`src/rtl/phy_tx_pkg.sv`:
```
// Shared definitions for the phy_tx slot scheduler: FSM encoding, idle fill word
// and requester ids.
package phy_tx_pkg;

  typedef enum logic {
    ST_TRAIN  = 1'b0,
    ST_ACTIVE = 1'b1
  } phy_state_e;

  localparam logic [31:0] IDLE_WORD_DEF = 32'hBCBC_BCBC;

  localparam logic REQ_0 = 1'b0;
  localparam logic REQ_1 = 1'b1;

endpackage

```
`src/rtl/phy_tx_rr_arb2.sv`:
```
// Two-way round-robin pick. The grant is combinational; the pointer advances only
// when en_i is high and a grant is actually made.
module phy_tx_rr_arb2
  import phy_tx_pkg::*;
(
  input  logic       clk_i,
  input  logic       rst_i,
  input  logic       en_i,
  input  logic [1:0] req_i,
  output logic       gnt_vld_o,
  output logic       gnt_id_o
);

  logic rr_ptr_q, rr_ptr_d;

  always_ff @(posedge clk_i or posedge rst_i) begin
    if (rst_i) rr_ptr_q <= REQ_0;
    else       rr_ptr_q <= rr_ptr_d;
  end

  always_comb begin
    gnt_id_o = REQ_0;
    if (req_i == 2'b11) gnt_id_o = rr_ptr_q;
    else if (req_i[1])  gnt_id_o = REQ_1;
    gnt_vld_o = en_i & (|req_i);
  end

  // After any grant the other requester gets priority; idle slots leave it alone.
  always_comb begin
    rr_ptr_d = rr_ptr_q;
    if (gnt_vld_o) rr_ptr_d = ~gnt_id_o;
  end

endmodule

```
`src/rtl/phy_tx_sched.sv`:
```
// Slot scheduler in front of phy_tx: training idle slots, then round-robin word grants.
// Optional statistics counters are built when PHY_TX_SCHED_STATS_EN is defined.
module phy_tx_sched
  import phy_tx_pkg::*;
#(
  parameter int          SLOT_LEN    = 32,
  parameter logic [31:0] IDLE_WORD   = IDLE_WORD_DEF,
  parameter int          TRAIN_SLOTS = 4
`ifdef PHY_TX_SCHED_STATS_EN
  ,
  parameter int          CNT_W       = 16
`endif
) (
  input  logic        clk_32f,
  input  logic        reset,
  input  logic [31:0] data_in_0,
  input  logic        valid_in_0,
  output logic        ready_0,
  input  logic [31:0] data_in_1,
  input  logic        valid_in_1,
  output logic        ready_1,
  output logic [31:0] data_out,
  output logic        valid_out,
  output logic        grant_id,
  output logic        slot_end,
  output logic        active,
  output phy_state_e  dbg_state
`ifdef PHY_TX_SCHED_STATS_EN
  ,
  output logic [CNT_W-1:0] words_0,
  output logic [CNT_W-1:0] words_1,
  output logic [CNT_W-1:0] idle_slots
`endif
);

  localparam int SW = (SLOT_LEN > 1) ? $clog2(SLOT_LEN) : 1;
  localparam int TW = $clog2(TRAIN_SLOTS + 1);

  phy_state_e      state_q, state_d;
  logic [SW-1:0]   slot_cnt_q, slot_cnt_d;
  logic [TW-1:0]   train_cnt_q, train_cnt_d;
  logic [31:0]     data_q, data_d;
  logic            valid_q, valid_d;
  logic            grant_q, grant_d;
  logic            train_tick;
  logic            train_last;
  logic            gnt_vld;
  logic            gnt_id;

  assign slot_end   = (slot_cnt_q == SW'(SLOT_LEN - 1));
  assign train_last = (train_cnt_q == TW'(TRAIN_SLOTS - 1));

  // FSM: state register
  always_ff @(posedge clk_32f or posedge reset) begin
    if (reset) state_q <= ST_TRAIN;
    else       state_q <= state_d;
  end

  // FSM: next state
  always_comb begin
    state_d = state_q;
    if (state_q == ST_TRAIN && slot_end && train_last) state_d = ST_ACTIVE;
  end

  // FSM: outputs
  always_comb begin
    active     = (state_q == ST_ACTIVE);
    train_tick = (state_q == ST_TRAIN) & slot_end;
    dbg_state  = state_q;
  end

  always_comb begin
    slot_cnt_d  = slot_end ? '0 : slot_cnt_q + SW'(1);
    train_cnt_d = train_tick ? train_cnt_q + TW'(1) : train_cnt_q;
  end

  phy_tx_rr_arb2 u_arb (
    .clk_i     (clk_32f),
    .rst_i     (reset),
    .en_i      (slot_end & active),
    .req_i     ({valid_in_1, valid_in_0}),
    .gnt_vld_o (gnt_vld),
    .gnt_id_o  (gnt_id)
  );

  // Handshake: a word transfers on valid_in_x & ready_x; ready_x is high only on
  // the slot_end cycle of an ACTIVE slot and only for the granted requester.
  assign ready_0 = gnt_vld & (gnt_id == REQ_0);
  assign ready_1 = gnt_vld & (gnt_id == REQ_1);

  // The output word is loaded at slot boundaries only, so it is held a full slot.
  always_comb begin
    data_d  = data_q;
    valid_d = valid_q;
    grant_d = grant_q;
    if (slot_end) begin
      data_d  = IDLE_WORD;
      valid_d = 1'b0;
      if (gnt_vld) begin
        data_d  = (gnt_id == REQ_1) ? data_in_1 : data_in_0;
        valid_d = 1'b1;
        grant_d = gnt_id;
      end
    end
  end

  always_ff @(posedge clk_32f or posedge reset) begin
    if (reset) begin
      slot_cnt_q  <= '0;
      train_cnt_q <= '0;
      data_q      <= IDLE_WORD;
      valid_q     <= 1'b0;
      grant_q     <= REQ_0;
    end else begin
      slot_cnt_q  <= slot_cnt_d;
      train_cnt_q <= train_cnt_d;
      data_q      <= data_d;
      valid_q     <= valid_d;
      grant_q     <= grant_d;
    end
  end

  assign data_out  = data_q;
  assign valid_out = valid_q;
  assign grant_id  = grant_q;

`ifdef PHY_TX_SCHED_STATS_EN
  logic [CNT_W-1:0] words_0_q, words_0_d;
  logic [CNT_W-1:0] words_1_q, words_1_d;
  logic [CNT_W-1:0] idle_q, idle_d;

  // All counters saturate at all-ones.
  always_comb begin
    words_0_d = words_0_q;
    words_1_d = words_1_q;
    idle_d    = idle_q;
    if (valid_in_0 && ready_0 && words_0_q != '1) words_0_d = words_0_q + CNT_W'(1);
    if (valid_in_1 && ready_1 && words_1_q != '1) words_1_d = words_1_q + CNT_W'(1);
    if (slot_end && active && !valid_q && idle_q != '1) idle_d = idle_q + CNT_W'(1);
  end

  always_ff @(posedge clk_32f or posedge reset) begin
    if (reset) begin
      words_0_q <= '0;
      words_1_q <= '0;
      idle_q    <= '0;
    end else begin
      words_0_q <= words_0_d;
      words_1_q <= words_1_d;
      idle_q    <= idle_d;
    end
  end

  assign words_0    = words_0_q;
  assign words_1    = words_1_q;
  assign idle_slots = idle_q;
`endif

endmodule

```
`config.mk`:
```
export PLATFORM = sky130hd
export DESIGN_NAME = phy_tx_sched
export DESIGN_NICKNAME = d
export VERILOG_FILES = /design/src/rtl/phy_tx_pkg.sv /design/src/rtl/phy_tx_rr_arb2.sv /design/src/rtl/phy_tx_sched.sv
export SDC_FILE = /design/constraint.sdc
export NUM_CORES = 1
export LEC_CHECK = 0
export BUFFER_PORTS_ARGS = -buffer_cell sky130_fd_sc_hd__buf_2
export CELL_PAD_IN_SITES_DETAIL_PLACEMENT = 0
export CELL_PAD_IN_SITES_GLOBAL_PLACEMENT = 1
export CORE_ASPECT_RATIO = 0.8
export CORE_MARGIN = 4
export CORE_UTILIZATION = 36
export DETAILED_ROUTE_END_ITERATION = 7
export GPL_ROUTABILITY_DRIVEN = 0
export PLACE_DENSITY = 0.9
export SLEW_MARGIN = 10
export SYNTH_ARGS = -nofsm -noshare
export SYNTH_HDL_FRONTEND = slang
export SYNTH_HIERARCHICAL = 1
export SYNTH_SLANG_ARGS = --single-unit
```
`constraint.sdc`:
```
create_clock -name clk_32f -period 4.4 [get_ports clk_32f]
set_clock_uncertainty 0.15 [all_clocks]
set_input_delay 0.44 -clock clk_32f [delete_from_list [all_inputs] [get_ports clk_32f]]
set_output_delay 0.44 -clock clk_32f [all_outputs]
set_load 0.01 [all_outputs]
```
==> impl_results.md <==
* Via count of the first global-routing pass at about 1700
* Starting DRC count in detailed routing at 62
* CP max stage delay at approximately 0.4 ns
* Wire length of the first global-routing pass at roughly 7800 um
* Proportion of synthesized flip-flops having asynchronous set or reset at 1.00
* Full die area at just over 0.007 mm2
* Clock Pin Slew Worst Setup and Hold Paths at 0.08 ns
* Layout cells sized above 1 at 0.486
* Status: finished, final reports clean
* Post-DP HPWL at between 3000 and 4000 um
* Die Height at between 70 and 80 um
* Crit path from: slot_cnt_q[0]
* Crit path max fanout at 4
* Worst endpoint required time at 3.81 ns
* Layout area overhead at 31.0%
* Grt ovf at 0
* Worst supply voltage drop on vdd at 0.000121 V
* Floorplan core area at between 0.005 and 0.006 mm2
* Nature of the critical path endpoint: primary output
* Mean cell area of the mapped netlist at 11.3 um2
* Reg-to-reg critical path startpoint: slot_cnt_q[0]
* Number of distinct library cells after synthesis at 26
* Post-detailed-routing wire length at between 4000 and 5000 um
* Number of max-capacitance violations reported at 0
* Hold-fix buffer count after cts at 1
* Cell with the largest stage delay on the worst path: sky130_fd_sc_hd__dfrtp_1
* Die X at about 94 um
* Worst skew pair latency at between 0.2 and 0.3 ns
* Clock tree root buffer cell: sky130_fd_sc_hd__clkbuf_8
* Most common cell in the netlist: sky130_fd_sc_hd__mux2i_1
* Final setup viols at 0
* Pin slew with the least headroom to its limit at around 0.74 ns
* Data arrival at the endpoint of the critical path at between 1.5 and 2 ns
* Cell types with the highest counts after synthesis: 33 x sky130_fd_sc_hd__mux2i_1, 24 x sky130_fd_sc_hd__dfrtp_1, 23 x sky130_fd_sc_hd__nor2_1, 21 x sky130_fd_sc_hd__a21oi_1, 20 x sky130_fd_sc_hd__dfstp_2
* Fin crit share at 0.576
* Initial antenna violation count at 0
* IO Pins at 107
* Number of cells produced by synthesis at 186
* Initial Util at 0.380
* Combined global-route utilization of all metal layers at 0.135
* Post-synthesis cell type with the largest combined area: sky130_fd_sc_hd__dfrtp_1
* R2R Path End: data_out[19]
* Main synth FF type: sky130_fd_sc_hd__dfrtp_1
* Remaining routing DRC violations at 0
* Peak clock frequency supported by timing at 0.395 GHz
* Number of storage elements in the synthesis netlist at 44
* Area used by multi-input combinational logic at a little over 800 um2
* PortBufs at roughly 110
* Cells along the critical path: ha_1 > and3_1 > ha_1 > and2_1 > o21a_1 > and2_1 > buf_2
* Crit start category: register
* Pins Over Slew Limit at 0
* Hold WS at between 0.2 and 0.25 ns
* Total power density per cell area at between 200 and 300 mW/mm2
* Cts bufs inserted at 5
* Yosys synthesis warning count at 6
* Post-CTS Resized at 0
* Pre-antenna DRT Iters at 4
* Average wire per cell in the routed design at between 10 and 15 um
* R2r worst-path depth at 6
* Clk sinks at 44
* Internal reg-to-reg setup slack at ~2 ns
* Summed negative setup slack over all endpoints at 0 ns
* Min Tclk post-route at ~2.5 ns
* Via-to-Cell Ratio at 4.53
* Hold Fails Final Rpt at 0
* Post-CTS setup buffers at 0
* Ranking of synthesized cells by area: sky130_fd_sc_hd__dfrtp_1 28%, sky130_fd_sc_hd__dfstp_2 25%, sky130_fd_sc_hd__mux2i_1 16%
* Class of the most critical setup path: register to primary output
* Number of enable-type register cells in the synthesized netlist at 0
* Antenna diode count at 0
* Worst hold path class: primary input to register
* Clock buffer depth at 2
* Netlist Area Pre-Place at about 0.0021 mm2
* Sequential standard cell area at approximately 0.0011 mm2
* Leakage power of the design at about 1.4 nW
* Clock tree from TritonCTS: built
* Post-layout net count at about 360
* RSZ-0062 raised after global routing: false
* Top-area cell type share of the netlist area at 0.285
* Core Util, Final at 0.497
* Number of fill cells in the layout at approximately 530
* Largest net degree at the start of global routing at 44
* Remaining antenna violation count after routing at 0
* Total number of vias at 1676
* Site Rows at 24
* Net count after synthesis at approximately 260
* Crit path to: ready_1
* H-tree depth reported by CTS at 2
* Sequential area share after synthesis at 0.534
* Normalized max-slew margin at 0.506
## kinds of logic (layout without fill, tap and decap cells)
logic type | after synthesis | in the layout | synth area share
xor gates and xnor gates | 2 | 2 | 0.00831
buffers and inverters | 29 | 135 | 0.0830
AOI/OAI and AO/OA | 38 | 38 | 0.101
adders and majority gates | 5 | 5 | 0.0297
muxes | 36 | 36 | 0.174
and+or+nand+nor | 32 | 32 | 0.0694
DFF | 44 | 44 | 0.534
## metal layers
metal,vias to the layer above,part of all wire,track usage
li1,840,-,-
met1,754,0.44,0.173
met2,77,0.44,0.209
met3,5,0.11,0.0563
met4,0,0.0063,0.0346
met5,-,0,0
## per-stage QoR
| step | instances | setup WS [ns] | total power, mW | instance area, um2 |
|---|---|---|---|---|
| 2_1_floorplan | 186 | 2.03 | 0.449 | 2110 |
| 3_3_place_gp | 361 | 2.08 | 0.480 | 2660 |
| 3_5_place_dp | 361 | 1.98 | 0.482 | 2660 |
| 4_1_cts | 370 | 1.85 | 0.741 | 2760 |
| 5_1_grt | 370 | 1.76 | 0.763 | 2760 |
| 6_report | 370 | 1.87 | 0.727 | 2760 |
## critical path, delay by kind of cell (launching register included)
kind	cells	cell delay, ns
flip-flops	1	0.40
adder cells (fa/ha/maj)	2	0.42
AO/OA/AOI/OAI	1	0.17
AND/OR/NAND/NOR	3	0.55
buffers and inverters	1	0.13
## power by group
group	total, mW	leakage [nW]	internal [mW]	switching [mW]
combinational	0.0683	0.826	0.0375	0.0309
clock	0.254	0.0510	0.125	0.128
sequential	0.405	0.531	0.405	0
## final cells by class
class | instances | area share
Sequential cell | 44 | 0.408
Tap cell | 78 | 0.0353
Clock buffer | 6 | 0.0299
Clock inverter | 2 | 0.00362
Multi-Input combinational cell | 113 | 0.297
Inverter | 17 | 0.0231
Timing Repair Buffer | 110 | 0.204
## state kept, by name, summed over array words and instances (netlist names)
| signal | cells |
|---|---|
| data_out | 32 |
| slot_cnt_q | 5 |
| train_cnt_q | 3 |
| active | 1 |
| grant_id | 1 |
| u_arb/rr_ptr_q | 1 |
| valid_out | 1 |
## worst min-delay path by stage
stage / start / to / depth (start not counted)
after floorplan: reset / u_arb/rr_ptr_q / 1
after global placement: reset / u_arb/rr_ptr_q / 2
after detailed placement: reset / u_arb/rr_ptr_q / 2
after CTS: valid_in_1 / u_arb/rr_ptr_q / 2
after global routing: valid_in_1 / u_arb/rr_ptr_q / 2
final: valid_in_1 / u_arb/rr_ptr_q / 2
## placed cells by master (no fill, tap or decap), drive strengths merged, types with 2 or more instances in the layout
cell,netlist,layout
buf,12,109
mux2i,33,33
dfrtp,24,24
nor2,23,23
a21oi,21,21
dfstp,20,20
inv,17,16
o22ai,12,12
clkbuf,0,6
ha,5,5
and2,3,3
mux2,3,3
clkinv,0,3
xnor2,2,2
nor2b,2,2
(Power assumes the default switching activity.)
